`config.mk`:
```
export PLATFORM = sky130hd
export DESIGN_NAME = turn_sched
export DESIGN_NICKNAME = d
export VERILOG_FILES = /design/src/rtl/turn_sched.sv
export SDC_FILE = /design/constraint.sdc
export NUM_CORES = 1
export LEC_CHECK = 0
export CAP_MARGIN = 20
export CORE_MARGIN = 3
export CORE_UTILIZATION = 30
export CTS_CLUSTER_SIZE = 25
export DETAILED_ROUTE_END_ITERATION = 10
export PLACE_DENSITY_LB_ADDON = 0.15
export SYNTH_ARGS = -nofsm -noshare
export SYNTH_HDL_FRONTEND = slang
export SYNTH_SLANG_ARGS = --single-unit
```
`constraint.sdc`:
```
create_clock -name clk -period 2.6 [get_ports clk]
set_clock_uncertainty 0.15 [all_clocks]
set_input_delay 0.65 -clock clk [delete_from_list [all_inputs] [get_ports clk]]
set_output_delay 0.65 -clock clk [all_outputs]
set_load 0.02 [all_outputs]
```
`src/rtl/turn_sched.sv`:
```
// Round sequencer for the two-player snake game: countdown, game tick, local
// direction filtering, direction exchange over UART, step strobe, error/over handling.
module turn_sched #(
    parameter int unsigned TICK_CYCLES     = 6_500_000,
    parameter int unsigned TIMEOUT_CYCLES  = 1_000_000,
    parameter int unsigned COUNTDOWN_TICKS = 3
) (
    input  logic       clk,
    input  logic       rst,
    input  logic       start,
    input  logic [2:0] dir_local,
    input  logic [2:0] dir_rx,
    input  logic       rx_valid,
    input  logic       tx_ready,
    input  logic       game_over,
    output logic       tx_valid,
    output logic [2:0] tx_dir,
    output logic       step,
    output logic [2:0] dir1,
    output logic [2:0] dir2,
    output logic       com_err,
    output logic [2:0] state,
    output logic [1:0] countdown
);

    localparam logic [2:0] DIR_NONE  = 3'd0;
    localparam logic [2:0] DIR_UP    = 3'd1;
    localparam logic [2:0] DIR_DOWN  = 3'd2;
    localparam logic [2:0] DIR_LEFT  = 3'd3;
    localparam logic [2:0] DIR_RIGHT = 3'd4;

    localparam int unsigned TKW = (TICK_CYCLES > 1) ? $clog2(TICK_CYCLES) : 1;
    localparam int unsigned TOW = (TIMEOUT_CYCLES > 1) ? $clog2(TIMEOUT_CYCLES) : 1;
    localparam logic [TKW-1:0] TICK_LAST = TKW'(TICK_CYCLES - 1);
    localparam logic [TOW-1:0] TO_LAST   = TOW'(TIMEOUT_CYCLES - 1);

    typedef enum logic [2:0] {
        IDLE    = 3'd0,
        COUNT   = 3'd1,
        RUN     = 3'd2,
        SEND    = 3'd3,
        WAIT_RX = 3'd4,
        STEP    = 3'd5,
        OVER    = 3'd6
    } state_t;

    state_t         state_q, state_d;
    logic [TKW-1:0] tk_q, tk_d;
    logic [TOW-1:0] to_q, to_d;
    logic [1:0]     cd_q, cd_d;
    logic           tx_valid_q, tx_valid_d;
    logic [2:0]     tx_dir_q, tx_dir_d;
    logic [2:0]     pend1_q, pend1_d;
    logic [2:0]     pend2_q, pend2_d;
    logic [2:0]     dir1_q, dir1_d;
    logic [2:0]     dir2_q, dir2_d;
    logic           com_err_q, com_err_d;
    logic           buf_full_q, buf_full_d;
    logic [2:0]     buf_dir_q, buf_dir_d;

    logic running, tick, overflow;

    // NONE, reversal and unknown codes all keep the previously committed direction.
    function automatic logic [2:0] filt(input logic [2:0] d, input logic [2:0] prev);
        logic opp;
        opp = (d == DIR_UP    && prev == DIR_DOWN)  || (d == DIR_DOWN  && prev == DIR_UP) ||
              (d == DIR_LEFT  && prev == DIR_RIGHT) || (d == DIR_RIGHT && prev == DIR_LEFT);
        if (d == DIR_NONE || d > DIR_RIGHT || opp) return prev;
        return d;
    endfunction

    always_comb begin
        state_d    = state_q;
        to_d       = '0;
        cd_d       = cd_q;
        tx_valid_d = tx_valid_q;
        tx_dir_d   = tx_dir_q;
        pend1_d    = pend1_q;
        pend2_d    = pend2_q;
        dir1_d     = dir1_q;
        dir2_d     = dir2_q;
        com_err_d  = com_err_q;
        buf_full_d = buf_full_q;
        buf_dir_d  = buf_dir_q;
        overflow   = 1'b0;

        running = (state_q inside {COUNT, RUN, SEND, WAIT_RX, STEP});
        tick    = running && (tk_q == TICK_LAST);

        if (rx_valid && (state_q inside {COUNT, RUN, SEND})) begin
            if (buf_full_q) begin
                com_err_d = 1'b1;
                overflow  = 1'b1;
            end else begin
                buf_full_d = 1'b1;
                buf_dir_d  = dir_rx;
            end
        end

        unique case (state_q)
            IDLE, OVER: begin
                tx_valid_d = 1'b0;
                if (start) begin
                    state_d    = COUNT;
                    cd_d       = 2'(COUNTDOWN_TICKS);
                    com_err_d  = 1'b0;
                    dir1_d     = DIR_UP;
                    dir2_d     = DIR_UP;
                    buf_full_d = 1'b0;
                end
            end
            COUNT: begin
                if (tick) begin
                    cd_d = cd_q - 2'd1;
                    if (cd_q == 2'd1) state_d = RUN;
                end
            end
            RUN: begin
                if (game_over) begin
                    state_d = OVER;
                end else if (tick) begin
                    pend1_d    = filt(dir_local, dir1_q);
                    tx_dir_d   = filt(dir_local, dir1_q);
                    tx_valid_d = 1'b1;
                    state_d    = SEND;
                end
            end
            SEND: begin
                if (tx_valid_q && tx_ready) begin
                    tx_valid_d = 1'b0;
                    state_d    = WAIT_RX;
                end
            end
            WAIT_RX: begin
                // dir1/dir2 are committed on entry to STEP so they are valid with the strobe.
                if (buf_full_q || rx_valid) begin
                    pend2_d    = filt(buf_full_q ? buf_dir_q : dir_rx, dir2_q);
                    dir1_d     = pend1_q;
                    dir2_d     = filt(buf_full_q ? buf_dir_q : dir_rx, dir2_q);
                    buf_full_d = 1'b0;
                    state_d    = STEP;
                end else if (to_q == TO_LAST) begin
                    com_err_d = 1'b1;
                    state_d   = OVER;
                end else begin
                    to_d = to_q + TOW'(1);
                end
            end
            STEP: state_d = RUN;
            default: state_d = IDLE;
        endcase

        if (overflow) begin
            state_d    = OVER;
            tx_valid_d = 1'b0;
        end

        if (!running || state_d == OVER || state_d == IDLE) tk_d = '0;
        else if (tick) tk_d = '0;
        else tk_d = tk_q + TKW'(1);
    end

    always_ff @(posedge clk or posedge rst) begin
        if (rst) begin
            state_q    <= IDLE;
            tk_q       <= '0;
            to_q       <= '0;
            cd_q       <= '0;
            tx_valid_q <= 1'b0;
            tx_dir_q   <= DIR_NONE;
            pend1_q    <= DIR_UP;
            pend2_q    <= DIR_UP;
            dir1_q     <= DIR_UP;
            dir2_q     <= DIR_UP;
            com_err_q  <= 1'b0;
            buf_full_q <= 1'b0;
            buf_dir_q  <= DIR_NONE;
        end else begin
            state_q    <= state_d;
            tk_q       <= tk_d;
            to_q       <= to_d;
            cd_q       <= cd_d;
            tx_valid_q <= tx_valid_d;
            tx_dir_q   <= tx_dir_d;
            pend1_q    <= pend1_d;
            pend2_q    <= pend2_d;
            dir1_q     <= dir1_d;
            dir2_q     <= dir2_d;
            com_err_q  <= com_err_d;
            buf_full_q <= buf_full_d;
            buf_dir_q  <= buf_dir_d;
        end
    end

    assign tx_valid  = tx_valid_q;
    assign tx_dir    = tx_dir_q;
    assign step      = (state_q == STEP);
    assign dir1      = dir1_q;
    assign dir2      = dir2_q;
    assign com_err   = com_err_q;
    assign state     = state_q;
    assign countdown = cd_q;

endmodule

```
After elaboration in Yosys (flattened, before gate mapping):

Index checks and enable logic that the tools add are counted.

* bits in read-only memories: 0
* memories: 0
* register bits: 66
* memory bits (writable): 0
* bits of input ports: 12
* latch bits: 0
* word-level logic and storage cells: 142

* $lt $le $gt $ge: 2
* shifts and indexed selects: 0
* equality and inequality tests: 33
* multiplexer cells: 51
* $add $sub $neg: 3
* div/mod/pow operators: 0
* bitwise operators: 1
* $mul: 0
* reduce and logical (&&, ||, !) cells: 40

Operator list (count)
* 20-bit 2-to-1 mux: 3
* 3-bit 2-to-1 mux: 16
* 23-bit 2-to-1 mux: 2
* 3-bit by 2-bit equality test with 1-bit output (second input constant): 10
* 3-bit equality test (second input constant): 8
* 23-bit by 1-bit adder with 23-bit output (second input constant): 1
* 23-bit equality test (second input constant): 1
* 1-bit 2-to-1 mux: 21
* 20-bit by 1-bit adder with 20-bit output (second input constant): 1
* 20-bit equality test (second input constant): 1
* 3-bit case mux with 6 select lines: 1
* 3-bit by 1-bit equality test with 1-bit output (second input constant): 5
* 1-bit logical OR: 13
* 3-bit zero test: 4
* 3-bit case mux with 2 select lines: 2
* 1-bit logical AND: 11
* 3-bit != test (second input constant): 3
* 3-bit AND reduction: 3
* 4-bit AND reduction: 2
* 3-bit > comparator (second input constant): 2
* 5-bit nonzero test: 1
* 2-bit 2-to-1 mux: 2
* 2-bit != test (second input constant): 2
* 1-bit case mux with 2 select lines: 2
* other kinds (12): 13

Longest topological paths before layout:

Gate-level depths: netlist of the first run.

* word-level depth: 13
* gate-level depth with buffers: 9

Least setup slack after synthesis of the first run:

No wires, ideal clock.

* path type: flip-flop to flip-flop
* from: reg tk_q[0]
* to: reg tk_q[11]
* setup time: 0.088 ns
* path slack: 0.337 ns
* data required time: 2.362 ns
* data arrival time: 2.024 ns
* clock period less this slack: 2.263 ns
* buffers on the path: 1
* cell stages (with the launch flop): 9
* cells stage by stage: dfrtp_1 > ha_1 > and4_1 > and4_1 > and4_4 > nor3_2 > o21ai_4 > buf_6 > a211oi_2

* cells in the longest elaborated chain, start to end: 10

Ends and longest elaborated chain
* from (decl): line 48 `logic [TKW-1:0] tk_q, tk_d;`
* from (signal assigned): line 180 `tk_q <= tk_d;`
* 23-bit equality test: line 88 `tick = running && (tk_q == TICK_LAST);`
* 1-bit logical AND: line 88
* 3-bit 2-to-1 mux: line 121 `end else if (tick) begin`
* 3-bit 2-to-1 mux: line 119 `if (game_over) begin`
* 3-bit case mux with 6 select lines: line 100 `unique case (state_q)`
* 3-bit 2-to-1 mux: line 153 `if (overflow) begin`
* 3-bit equality test: line 158 `if (!running || state_d == OVER || state_d == IDLE) tk_d = '0;`
* 1-bit logical OR (2 in series): line 158
* 23-bit 2-to-1 mux (*): line 158
* named net tk_d[11]: line 48

Mark *: on every way through the listed nets, which the timed path passes. The rest lies on a longest branch.
A chain may end at the register's enable or synchronous reset.

Final worst setup path of the first run:

* from: reg state_q[0], in the netlist state[0]
* to: out state[0]

RTL lines
* from (decl): line 47 `state_t state_q, state_d;`
* from (signal assigned): line 179 `state_q <= state_d;`
* to (decl): line 22 `output logic [2:0] state,`

No word-level cell between the ends.

==> impl_metrics.csv, run 1 <==
group,metric,value,unit
run_status,outcome,"completed",
drt,drt_iter0_markers,185,
sta,rsz0062_at_grt,"no",
cts,root_buffer,"clkbuf_16",
setup_path,crit_fanout,12,
pwr,power_leakage,0.00183,uW
layout,nets,454,
setup_path,required,1.80,ns
drt,firstDrtPassIters,6,
synth,synth.distinct_cells,63,
synth,synth_edf_count,0,
floorplanning,ioPinCount,29,
place,portBuffers,28,
worst_hold_path,hold_path_class,"flop to flop",
cts,clkTransAtPathRegs,0.05,ns
setup_path,arrival,1.70,ns
setup_path,worstSetupStartpointType,"flop",
setup_path,endpoint_kind,"primary output",
synth,ys.flop_type,"dfrtp_1",
floorplanning,die_y,117,microns
global_routing,grt_overflow,0,
synth,synthArstFlopShare,100,%
sta,max_freq,399,MHz
pwr,peakVddDrop,0.412,mV
global_routing,grt_max_degree,51,
global_routing,grt.total_usage,13.3,%
sta,slew_headroom,64.5,%
drt,drc,0,
cts,hold_buffers,0,
sta,setup-violations-final,0,
synth,syn_area_per_cell,9.48,sq um
drt,via_per_inst,4.88,
cts,htree_levels,3,
sta,fin_crit_sh,96.3,%
drt,wl_per_cell,13.7,microns
cts,cts.sinks,64,
place,hpwl,5920,microns
cts,cts_tree,"yes",
synth,ys_seq_area_share,43.3,%
place,routabilityCongestion,0.766,
synth,yosys_register_bits,64,
sta,period_minus_slack,2.50,ns
cts,clock_latency,0.33,ns
cts,post_cts_buffers,0,
global_routing,antenna_found_initial,0,
place,place_area,0.00429,sq mm
layout,drive_above_1_share,14.1,%
sta,drv_slew,0,
floorplanning,rows,39,
setup_path,worstSetupPathType,"flop to primary output",
layout,final_area,0.00455,sq mm
floorplanning,dieArea,0.0137,sq mm
floorplanning,core_area,0.0118,sq mm
layout,area_growth,22.8,%
drt,via_count,2951,
floorplanning,die_w,117,microns
cts,cts_buffer_depth,2,
floorplanning,start_util,31.5,%
synth,yosys_warnings,0,
drt,ant_nets,0,
global_routing,grt_pass1_wl,14200,microns
layout,antennaDiodeCount,0,
sta,finalHoldViolCount,0,
synth,syn-cell-area,0.00371,sq mm
synth,netlist_instances,391,
synth,synth_nets,408,
sta,fin_ws,0.0950,ns
cts,ctsResizeCount,0,
cts,cts_buffers,9,
sta,fin_setup_tns,0,ns
global_routing,grt_pass1_vias,2975,
layout,utilization,38.7,%
flow_run,max_cap_violations,0,
pwr,power.density,890,mW/mm^2
drt,wl,8280,microns
sta,worstMarginPinSlew,0.532,ns
place,dp_slack,-0.140,ns
## worst paths after layout
kind | from | end | slack, ns | cells past startpoint
min in group asynchronous | rst | tk_q[2] | 0.46 | 2
hold / removal | to_q[0] | to_q[0] | 0.34 | 1
setup / recovery | state[0] | state[0] | 0.1 | 2
setup reg to reg | to_q[0] | tk_q[9] | 0.20 | 9
hold reg to reg | to_q[0] | to_q[0] | 0.34 | 1
max in group asynchronous | rst | pend1_q[0] | 1.20 | 3
## cells in the final DEF, fill, tap and decap left out, types with 3 or more instances in the layout
master	count
dfrtp_1	61
nor2_1	51
nand2_1	29
clkdlybuf4s50_1	28
xor2_1	24
nand3_1	21
buf_4	19
a21oi_1	17
xnor2_1	16
inv_1	14
o21ai_0	14
nand4_1	13
a211oi_2	10
nor2b_1	9
a211oi_1	9
clkbuf_16	9
and4_1	8
mux2_2	5
nand2b_1	5
nor3_1	5
ha_1	5
a31oi_1	4
and3_1	4
clkbuf_1	4
and2_1	3
nor4_1	3
or3_1	3
a21o_1	3
dfstp_2	3
## cells by family (layout without fill, tap and decap cells)
kind of cell	count (synthesis)	in the layout	share of synthesized area [%]
buffers and inverters	31	81	3.91
DFF	64	64	43.3
xor gates and xnor gates	40	40	9.45
AOI/OAI and AO/OA	75	75	15.3
adders and majority gates	5	5	1.69
muxes	7	7	2.06
and+or+nand+nor	169	169	24.3
## metal layers
metal / track usage (%) / part of all wire, % / up-vias
met1: 17.4 / 49 / 1405
li1: - / - / 1493
met5: 0 / 0 / -
met4: 6.88 / 2.2 / 0
met3: 2.01 / 2.7 / 12
met2: 21.4 / 46 / 41
## area by class of cell
cell class                 instances  area, sq um
multi-input combinational        296         1960
sequential                        64         1610
tap                              164          205
clock inverter                     1         5.00
inverter                          17         63.8
fill                            1178         7210
clock buffer                      14          254
timing repair buffer              49          463
## synth_stat cells (all sizes together) (2+ instances only)
master / number / area [sq um]
o2bb2ai: 2 / 17.5
and3b: 2 / 17.5
or3b: 2 / 17.5
a32oi: 2 / 17.5
nor2: 51 / 191
nand3: 21 / 105
a211oi: 19 / 193
a21oi: 17 / 85.1
dfrtp: 61 / 1530
xor2: 24 / 210
inv: 16 / 60.1
dfstp: 3 / 78.8
nand2b: 5 / 31.3
a31oi: 4 / 25.0
nand4: 13 / 81.3
and2: 3 / 18.8
o21ai: 15 / 86.3
a31o: 2 / 17.5
xnor2: 16 / 140
buf: 13 / 77.6
nand2: 30 / 115
or3: 3 / 18.8
a21o: 3 / 22.5
nor3: 7 / 51.3
mux2i: 2 / 20.0
and3: 4 / 25.0
ha: 5 / 62.6
nor2b: 9 / 56.3
o21a: 2 / 22.5
mux2: 5 / 56.3
and4: 9 / 81.3
nor4: 3 / 18.8
## power by group
group	internal [uW]	switching, uW	leakage [uW]	total (uW)
Sequential	1120	160	0.000849	1280
Clock	664	402	0.000127	1070
Combinational	727	978	0.000858	1700
Total	2510	1540	0.00183	4050
## critical path, cell delays in order (launching register included)
cell and delay, ns:
dfrtp_1 0.50, buf_4 0.24, clkdlybuf4s50_1 0.63
## sequential cells by signal, summed over array words and instances, names as in the netlist
| register | count |
|---|---|
| dir1 | 3 |
| tx_valid | 1 |
| state | 3 |
| tk_q | 23 |
| countdown | 2 |
| tx_dir | 3 |
| com_err | 1 |
| buf_full_q | 1 |
| dir2 | 3 |
| pend1_q | 1 |
| buf_dir_q | 3 |
| to_q | 20 |
## through the flow
stage               power (uW)  hold slack [ns]  cells
floorplan                 2450            0.298    391
global placement          3020            0.326    590
detailed placement        3030            0.326    590
CTS                       4120            0.333    605
global route              4350            0.357    605
finish                    4050            0.336    605
Power figures use the tool's default switching activity.
==> run 2: changes to the inputs <==
SKIP_LAST_GASP = 1   (was default)
==> results of run 2 <==
The final DEF is identical to that of run 1; final timing and power are the same.
==> run 3: changes to the inputs <==
CTS_BUF_LIST = sky130_fd_sc_hd__clkbuf_8   (was default)
DONT_BUFFER_PORTS = 1   (was default)
==> impl_metrics.csv, run 3 (synthesis results as in run 1) <==
group,metric,value,unit
global_routing,grt_max_degree,31,
pwr,power.density,897,mW/mm^2
layout,area_growth,13.7,%
layout,layout.cells.most_common,"dfrtp_1",
place,routabilityCongestion,0.782,
pwr,combPwrFrac,42.5,%
cts,cts.sinks,64,
setup_path,r2r_slack,0.22,ns
sta,slew_headroom,55.3,%
place,hpwl,6090,microns
cts,htree_levels,3,
sta,worstMarginPinSlew,0.669,ns
floorplanning,dieArea,0.0137,sq mm
drt,drc,0,
cts,hold_buffers,0,
drt,drt_iter0_markers,169,
floorplanning,start_util,31.5,%
sta,finalHoldViolCount,0,
floorplanning,rows,39,
drt,firstDrtPassIters,4,
setup_path,reg2reg_to,"tk_q[22]",
global_routing,grt.total_usage,13.6,%
drt,via_per_inst,5.01,
sta,period_minus_slack,2.38,ns
sta,holdWs,0.126,ns
pwr,peakVddDrop,0.529,mV
pwr,p_sw,1550,uW
cts,cts_tree,"yes",
place,place_area,0.00398,sq mm
setup_path,worstSetupStartpointType,"flop",
layout,layout_common_cells,"61 x dfrtp_1, 51 x nor2_1, 29 x nand2_1, 24 x xor2_1, 21 x nand3_1",
setup_path,required,2.70,ns
worst_hold_path,hold_path_class,"input port to async pin",
drt,wl,8400,microns
setup_path,r2r.worst_path.cells,7,
cts,cts_buffer_depth,2,
setup_path,cp_cell_sequence,"buf_12, nand2b_1, nor3_1, nand4_1, a31o_1, buf_4, a211oi_1",
floorplanning,die_y,117,microns
sta,rsz0062_at_grt,"no",
sta,fin_crit_sh,91.7,%
global_routing,grt_pass1_vias,2915,
layout,antennaDiodeCount,0,
place,place_inst,558,
setup_path,cp.buffers_inverters,2,
layout,utilization,35.9,%
place,portBuffers,0,
drt,ant_nets,0,
layout,regMostFlops,"tk_q",
pwr,power_leakage,0.00170,uW
global_routing,antenna_found_initial,0,
setup_path,reg2reg_from,"state[2]",
sta,max_freq,420,MHz
sta,fin_ws,0.217,ns
setup_path,path_delay_family,"simple AND/OR/NAND/NOR gates",
setup_path,worstSetupPathType,"flop to flop",
global_routing,grt_pass1_wl,14400,microns
setup_path,arrival,2.49,ns
cts,root_buffer,"clkbuf_8",
cts,clock_latency,0.35,ns
layout,nets,424,
setup_path,critPathSlowestCell,"dfrtp_1",
layout,largest_reg_flops,23,
layout,final_area,0.00422,sq mm
pwr,power_frac_clock,22.9,%
pwr,p_seq_share,34.6,%
floorplanning,die_w,117,microns
setup_path,endpoint_kind,"flop",
sta,drv_slew,0,
layout,largestRegisters,"tk_q: 23 flops, to_q: 20 flops",
drt,wl_per_cell,14.6,microns
cts,clkTransAtPathRegs,0.07,ns
setup_path,crit_fanout,18,
sta,setup-violations-final,0,
drt,via_count,2888,
global_routing,grt_overflow,0,
flow_run,max_cap_violations,0,
run_status,outcome,"completed",
pwr,swShare,40.9,%
layout,final_cells,576,
floorplanning,ioPinCount,29,
cts,cts_buffers,9,
floorplanning,core_area,0.0118,sq mm
layout,drive_above_1_share,15.3,%
pwr,p_int,2240,uW
setup_path,max_stage_delay,0.49,ns
place,dp_slack,-0.0164,ns
==> run 3: cell types whose count changed in the layout (fill, tap and decap cells not counted), sizes merged <==
cell and delta:
buf -2, clkdlybuf4s50 -28, clkbuf -3, clkinv +1, inv +2, bufinv +1
==> run 3: power groups by stage <==
stage / clock (uW) / sequential (uW) / combinational (uW)
5_1_grt: 954 / 1340 / 1770
3_3_place_gp: 0 / 1330 / 1500
3_5_place_dp: 0 / 1330 / 1520
6_report: 866 / 1310 / 1610
2_1_floorplan: 0 / 1290 / 1160
4_1_cts: 902 / 1310 / 1620
==> run 3: worst max path at each step <==
stage	to	slack [ns]	from	cells after the start
final	tk_q[22]	0.22	state[2]	7
after global routing	tk_q[5]	0.04	state[2]	7
after CTS	tk_q[5]	0.15	tk_q[0]	8
after detailed placement	tk_q[5]	-0.02	tk_q[0]	7
after global placement	tk_q[0]	0.07	tk_q[0]	7
after floorplan	buf_dir_q[0]	0.21	rst	1
==> run 3: through the flow <==
step | total power (uW) | TNS, ns
after global placement | 2820 | 0
final | 3780 | 0
after floorplan | 2450 | 0
after detailed placement | 2860 | -0.0531
after CTS | 3830 | 0
after global routing | 4070 | 0
==> run 3: repair_timing <==
item                       CTS  global route
pin swaps                    1             0
setup endpoints to repair    9             2
buffers inserted             2             0
gates resized for setup      0             1
hold endpoints to repair     0             0
==> run 3: cell type report <==
| cell class | count | area (sq um) |
|---|---|---|
| fillers | 1214 | 7540 |
| multi-input cells | 296 | 1960 |
| flip-flops and latches | 64 | 1610 |
| well taps | 164 | 205 |
| repair buffers | 19 | 180 |
| clock buffers | 11 | 151 |
| inverters | 17 | 63.8 |
| clock inverters | 5 | 47.5 |
==> run 3: per-layer routing <==
layer	GRT usage (%)	up-vias	share of wire [%]
met1	17.7	1408	47
met3	3.65	10	4.1
met5	0	-	0
li1	-	1426	-
met2	21.2	44	47
met4	5.58	0	1.6
==> run 3: worst reg2reg max path, stage by stage (launching register included) <==
cell      delay [ns]
dfrtp_1         0.49
buf_12          0.21
nand2b_1        0.16
nor3_1          0.35
nand4_1         0.19
a31o_1          0.27
buf_4           0.23
a211oi_1        0.25
